$ cat config.mk
export PLATFORM = sky130hd
export DESIGN_NAME = ring_rr_arbiter
export DESIGN_NICKNAME = d
export VERILOG_FILES = /design/src/rtl/ring_rr_arbiter_pkg.sv /design/src/rtl/ring_priority_pick.sv /design/src/rtl/ring_rr_arbiter.sv
export SDC_FILE = /design/constraint.sdc
export NUM_CORES = 1
export LEC_CHECK = 0
export CORE_MARGIN = 4
export CORE_UTILIZATION = 30
export CTS_CLUSTER_DIAMETER = 200
export CTS_CLUSTER_SIZE = 20
export DETAILED_ROUTE_END_ITERATION = 12
export REMOVE_ABC_BUFFERS = 1
export SETUP_SLACK_MARGIN = 0.02
export SYNTH_ARGS = -nofsm -noshare
export SYNTH_HDL_FRONTEND = slang
export SYNTH_HIERARCHICAL = 1
export SYNTH_SLANG_ARGS = --single-unit
$ cat constraint.sdc
create_clock -name clk -period 2.94 [get_ports clk]
set_input_delay 0.588 -clock clk [delete_from_list [all_inputs] [get_ports clk]]
set_output_delay 0.588 -clock clk [all_outputs]
set_load 0.03 [all_outputs]
$ cat src/rtl/ring_rr_arbiter_pkg.sv
// Shared types and helpers for the four-way ring round-robin arbiter.
package ring_arb_pkg;

   localparam int N_REQ = 4;

   typedef enum logic [1:0] {
      IDLE    = 2'd0,
      HOLD    = 2'd1,
      RECOVER = 2'd2
   } state_t;

   function automatic logic [N_REQ-1:0] rotl(input logic [N_REQ-1:0] v);
      return {v[N_REQ-2:0], v[N_REQ-1]};
   endfunction

endpackage

$ cat src/rtl/ring_priority_pick.sv
// Combinational priority pick: first set request at or after the one-hot pointer, wrapping 3->0.
module ring_priority_pick
   import ring_arb_pkg::*;
(
   input  logic [N_REQ-1:0] req,
   input  logic [N_REQ-1:0] ptr,
   output logic [N_REQ-1:0] pick,
   output logic [1:0]       pick_idx,
   output logic             valid
);

   logic [1:0]         ptr_idx;
   logic [2*N_REQ-1:0] req_dbl;
   logic [N_REQ-1:0]   req_rot;
   logic [1:0]         off;
   logic               found;

   always_comb begin
      ptr_idx = 2'd0;
      for (int i = 0; i < N_REQ; i++) begin
         if (ptr[i]) ptr_idx = 2'(i);
      end

      // Rotate right by the pointer index so the highest-priority requester lands on bit 0.
      req_dbl = {req, req};
      req_rot = req_dbl[ptr_idx +: N_REQ];

      found = 1'b0;
      off   = 2'd0;
      for (int j = 0; j < N_REQ; j++) begin
         if (req_rot[j] && !found) begin
            found = 1'b1;
            off   = 2'(j);
         end
      end

      pick_idx = off + ptr_idx;
      pick     = found ? (4'b0001 << pick_idx) : 4'b0000;
      valid    = found;
   end

endmodule

$ cat src/rtl/ring_rr_arbiter.sv
// Four-way round-robin arbiter with a one-hot rotating priority pointer, hold limit and recovery cycle.
//   state   | meaning
//   IDLE    | no owner; pick next requester in ring order
//   HOLD    | grant held until done, request drop, or hold limit
//   RECOVER | single dead cycle between owners
module ring_rr_arbiter
   import ring_arb_pkg::*;
#(
   parameter int HOLD_MAX = 16,
   parameter int CNT_W    = 8
) (
   input  logic             clk,
   input  logic             rst,
   input  logic [N_REQ-1:0] req,
   input  logic [N_REQ-1:0] done,
   output logic [N_REQ-1:0] grant,
   output logic [1:0]       grant_id,
   output logic             busy,
   output logic             timeout
);

   state_t           state, state_nxt;
   logic [N_REQ-1:0] ptr, ptr_nxt;
   logic [CNT_W-1:0] cnt, cnt_nxt;
   logic [N_REQ-1:0] grant_nxt;
   logic [1:0]       grant_id_nxt;
   logic             timeout_nxt;

   logic [N_REQ-1:0] pick;
   logic [1:0]       pick_idx;
   logic             pick_valid;
   logic             rel_done, rel_req, rel_lim;

   ring_priority_pick u_pick (
      .req      (req),
      .ptr      (ptr),
      .pick     (pick),
      .pick_idx (pick_idx),
      .valid    (pick_valid)
   );

   always_ff @(posedge clk) begin
      if (rst) begin
         state    <= IDLE;
         ptr      <= 4'b0001;
         cnt      <= '0;
         grant    <= '0;
         grant_id <= 2'd0;
         busy     <= 1'b0;
         timeout  <= 1'b0;
      end else begin
         state    <= state_nxt;
         ptr      <= ptr_nxt;
         cnt      <= cnt_nxt;
         grant    <= grant_nxt;
         grant_id <= grant_id_nxt;
         busy     <= |grant_nxt;
         timeout  <= timeout_nxt;
      end
   end

   always_comb begin
      state_nxt    = state;
      ptr_nxt      = ptr;
      cnt_nxt      = cnt;
      grant_nxt    = grant;
      grant_id_nxt = grant_id;
      timeout_nxt  = 1'b0;
      rel_done     = done[grant_id];
      rel_req      = !req[grant_id];
      rel_lim      = (cnt == CNT_W'(HOLD_MAX - 1));

      case (state)
         IDLE: begin
            grant_nxt = '0;
            if (pick_valid) begin
               grant_nxt    = pick;
               grant_id_nxt = pick_idx;
               cnt_nxt      = '0;
               state_nxt    = HOLD;
            end
         end
         HOLD: begin
            cnt_nxt = cnt + 1'b1;
            if (rel_done || rel_req || rel_lim) begin
               grant_nxt   = '0;
               cnt_nxt     = '0;
               ptr_nxt     = rotl(grant);
               // A forced release is flagged only when nothing else would have released the grant.
               timeout_nxt = rel_lim && !rel_done && !rel_req;
               state_nxt   = RECOVER;
            end
         end
         RECOVER: begin
            grant_nxt = '0;
            state_nxt = IDLE;
         end
         default: begin
            grant_nxt = '0;
            state_nxt = IDLE;
         end
      endcase
   end

endmodule
==> impl_metrics.yaml, run 1 <==
detailed_routing:
  vias: 1192
  drc_errors: 0
  wl_per_cell_um: 13.2
  drt-pass1-iter-count: 4
  ant_nets: 0
  drt-total-wl_mm: 2.88
  via_per_inst: 5.47
  drt_iter0_markers: 36
global_routing:
  gr-usage-all-layers_pct: 11.2
  grt_max_degree: 25
  first_global_vias: 1132
  overflow: 0
  antenna_found_initial: 0
  grt_pass1_wl_mm: 4.88
timing:
  max_freq_mhz: 386
  slew_headroom_pct: 48.9
  setup_tns_ns: 0
  setup_viol: 0
  hold_viol_final: 0
  drv_slew: 0
  worst_slew_pin_slew_ns: 0.764
  rsz0062_at_grt: "false"
  post-route-min-period_ns: 2.59
  fin_skew_ns: 0.00326
  fin_crit_sh_pct: 88.1
synth:
  synth_warnings: 6
  synth.avg_cell_area_um2: 8.52
  syn_area_um2: 1290
  synthCells: 151
clock_network:
  cts_tree: "built"
  clk_pin_slew_ns: 0.07
  cts.sinks: 21
  cts_made_buffers: 3
  post_cts_resized: 0
  holdBufCountCts: 0
  cts_setup_buffers: 0
  clock-root-buffer: "clkbuf_8"
  clkLatencyLatePin_ns: 0.26
  cts_max_path_buffers: 2
  htreeDepth: 1
pwr:
  irDropWorstVdd_uv: 281
  p_per_area_nw_per_um2: 443
  p_leak_nw: 0.524
  p_total_mw: 0.690
setup_path:
  required_ns: 3.05
  arrival_ns: 2.70
  cp-end-kind: "flop"
  crit_type: "in -> reg"
  worstSetupStartpointType: "input pin"
  path_max_fanout: 7
die:
  rows: 23
  floorplan.die_area_um2: 5400
  top_level_ports: 18
  coreArea_um2: 4090
  fp.dieH_um: 73.5
  start_util_pct: 31.5
  die_w_um: 73.5
layout:
  area_delta_synth_final_pct: 20.9
  layout.nets: 181
  final_cell_mix: "dfxtp_1 (21), clkdlybuf4s50_1 (17), nor2_1 (14)"
  antenna_cells: 0
  layout_commonest_cell: "dfxtp_1"
  drive_gt1_share_pct: 7.14
placement:
  routabilityCongestion: 0.801
  numPortBuffers: 17
  dpl.hpwl_mm: 2.15
worst_hold_path:
  hold_class: "reg -> reg"
job:
  drv_cap: 0
outcome:
  status: "completed"
-- cell type report --
type,instances,area [um2]
inverters,1,3.75
well taps,50,62.6
fillers,427,2530
flip-flops and latches,21,420
repair buffers,20,205
clock buffers,4,45.0
multi-input cells,122,818
-- metrics by stage --
step                      instance area [um2]  std cells  utilization (%)  hold slack [ns]  setup WS [ns]
after floorplan                          1240        144                -            0.459          0.818
after global placement                   1510        214             37.0            0.485          0.157
after detailed placement                 1510        214             37.0            0.505          0.112
after CTS                                1560        218             38.1            0.518          0.372
after global routing                     1560        218             38.1            0.538          0.119
final                                    1560        218             38.1            0.519          0.349
-- worst paths after layout --
check	depth (start not counted)	end	start	slack (ns)
worst max register to register	10	busy	ptr[3]	0.65
worst min-delay path	2	ptr[2]	grant[1]	0.52
worst max-delay path	10	busy	req[1]	0.35
worst min register to register	2	ptr[2]	grant[1]	0.52
-- per-layer routing --
metal	wire length [um]	vias to the layer above	GRT usage [%]
li1	-	598	-
met1	1400	562	15.1
met2	1360	26	17.4
met3	70	6	1.78
met4	53	0	5.43
met5	0	-	0
-- registers in the layout, summed over array words and instances, names as in the netlist --
| name | flops |
|---|---|
| state | 2 |
| cnt | 8 |
| busy | 1 |
| grant_id | 2 |
| timeout | 1 |
| ptr | 3 |
| grant | 4 |
-- power breakdown --
part           total (mW)  switching [mW]  internal (mW)
Combinational       0.192           0.108         0.0842
Sequential          0.313          0.0136          0.299
Clock               0.185          0.0887         0.0964
-- worst max-delay path, cell delays in order --
cell	delay (ns)
clkdlybuf4s50_1	0.51
nor2b_1	0.20
a21oi_1	0.06
o211ai_1	0.17
o31a_1	0.16
ha_1	0.23
mux2i_1	0.25
nor2_1	0.08
o41ai_1	0.34
a21oi_1	0.12
(Power assumes the default switching activity.)
==> run 2, diff against run 1 <==
Settings changed: CORE_MARGIN 4 to default.
==> impl_metrics.yaml, run 2 (same netlist as run 1, synthesis figures left out) <==
layout:
  layout_commonest_cell: "dfxtp_1"
  largest_reg_flops: 8
  layout.nets: 182
  area_delta_synth_final_pct: 20.5
  reg_top3: "cnt: 8 flops, grant: 4 flops, ptr: 3 flops"
  antenna_cells: 0
  largest_register: "cnt"
  final_cell_mix: "dfxtp_1 (21), clkdlybuf4s50_1 (17), nor2_1 (14)"
  drive_gt1_share_pct: 7.69
  final_core_util_pct: 38.2
detailed_routing:
  drt-total-wl_mm: 2.97
  ant_nets: 0
  wl_per_cell_um: 13.6
  via_per_inst: 5.38
  drc_errors: 0
  vias: 1179
  drt-pass1-iter-count: 4
  drt_iter0_markers: 32
pwr:
  p_total_mw: 0.691
  p_leak_nw: 0.526
  irDropWorstVdd_uv: 286
  p_per_area_nw_per_um2: 445
die:
  floorplan.die_area_um2: 4550
  rows: 23
  start_util_pct: 31.7
  fp.dieH_um: 67.5
  coreArea_um2: 4060
  top_level_ports: 18
  die_w_um: 67.5
clock_network:
  cts_setup_buffers: 0
  post_cts_resized: 0
  cts_made_buffers: 3
  clkLatencyLatePin_ns: 0.26
  clk_pin_slew_ns: 0.08
  cts_max_path_buffers: 2
  cts.sinks: 21
  htreeDepth: 1
  clock-root-buffer: "clkbuf_8"
  cts_tree: "built"
  holdBufCountCts: 0
setup_path:
  cp_slowest_cell: "clkdlybuf4s50_1"
  cp_slowest_stage_delay_ns: 0.52
  crit_type: "in -> reg"
  path_max_fanout: 7
  crit_buf_inv: 1
  cpMostUsedCell: "a21oi_1"
  crit_chain: "clkdlybuf4s50_1, nor2b_1, a21oi_1, o211ai_1, o31a_1, ha_1, mux2i_1, nor2_1, o41ai_1, a21oi_1"
  r2r_start: "ptr[3]"
  arrival_ns: 2.71
  worstSetupStartpointType: "input pin"
  cp-startpoint: "req[1]"
  required_ns: 3.05
  cp_top_family: "compound AO/OA/AOI/OAI gates"
  cp-end-kind: "flop"
outcome:
  status: "completed"
timing:
  max_freq_mhz: 385
  drv_slew: 0
  setup_viol: 0
  finalHoldWorstSlack_ns: 0.515
  fin_skew_ns: 0.00605
  post-route-min-period_ns: 2.60
  setup_tns_ns: 0
  hold_viol_final: 0
  fin_crit_sh_pct: 88.4
  worst_slew_pin_slew_ns: 0.769
  slew_headroom_pct: 48.6
  setup_ws_ns: 0.340
  rsz0062_at_grt: "false"
global_routing:
  overflow: 0
  first_global_vias: 1082
  grt_pass1_wl_mm: 4.97
  gr-usage-all-layers_pct: 14.6
  antenna_found_initial: 0
  grt_max_degree: 25
placement:
  post-place-ws_ns: 0.107
  routabilityCongestion: 0.875
  numPortBuffers: 17
  dpl.hpwl_mm: 2.23
job:
  drv_cap: 0
worst_hold_path:
  hold_path_startpoint: "cnt[0]"
  hold_class: "reg -> reg"
[run 2: worst paths after layout]
kind	end	slack [ns]	cells after the start
min	cnt[0]	0.52	2
max	busy	0.34	10
min reg2reg	cnt[0]	0.52	2
max reg2reg	busy	0.63	10
[run 2: tightest hold or removal path: cells and delay by family (launching register included)]
| kind | cells | cell delay (ns) |
|---|---|---|
| and+or+nand+nor | 1 | 0.07 |
| DFF | 1 | 0.35 |
| AOI/OAI and AO/OA | 1 | 0.05 |
[run 2: layer usage]
| metal | global-route usage, % | wire, um | up-vias |
|---|---|---|---|
| met4 | 5.59 | 29 | 0 |
| met2 | 22.6 | 1350 | 18 |
| met1 | 19.8 | 1510 | 557 |
| met3 | 2.53 | 80 | 2 |
| li1 | - | - | 602 |
| met5 | 0 | 0 | - |
[run 2: through the flow]
step | std cells | area [um2]
floorplan | 144 | 1240
global placement | 215 | 1510
detailed placement | 215 | 1510
CTS | 219 | 1550
global route | 219 | 1550
finish | 219 | 1550
[run 2: layout make-up]
type | instances | area [um2]
fillers | 401 | 2510
multi-input cells | 122 | 818
inverters | 1 | 3.75
well taps | 50 | 62.6
clock buffers | 4 | 45.0
flip-flops and latches | 21 | 420
repair buffers | 21 | 200
[run 2: report_power, final]
| part | leakage [nW] | switching (mW) | internal (mW) |
|---|---|---|---|
| combinational | 0.333 | 0.106 | 0.0814 |
| clock | 0.0228 | 0.0925 | 0.0964 |
| sequential | 0.171 | 0.0146 | 0.299 |
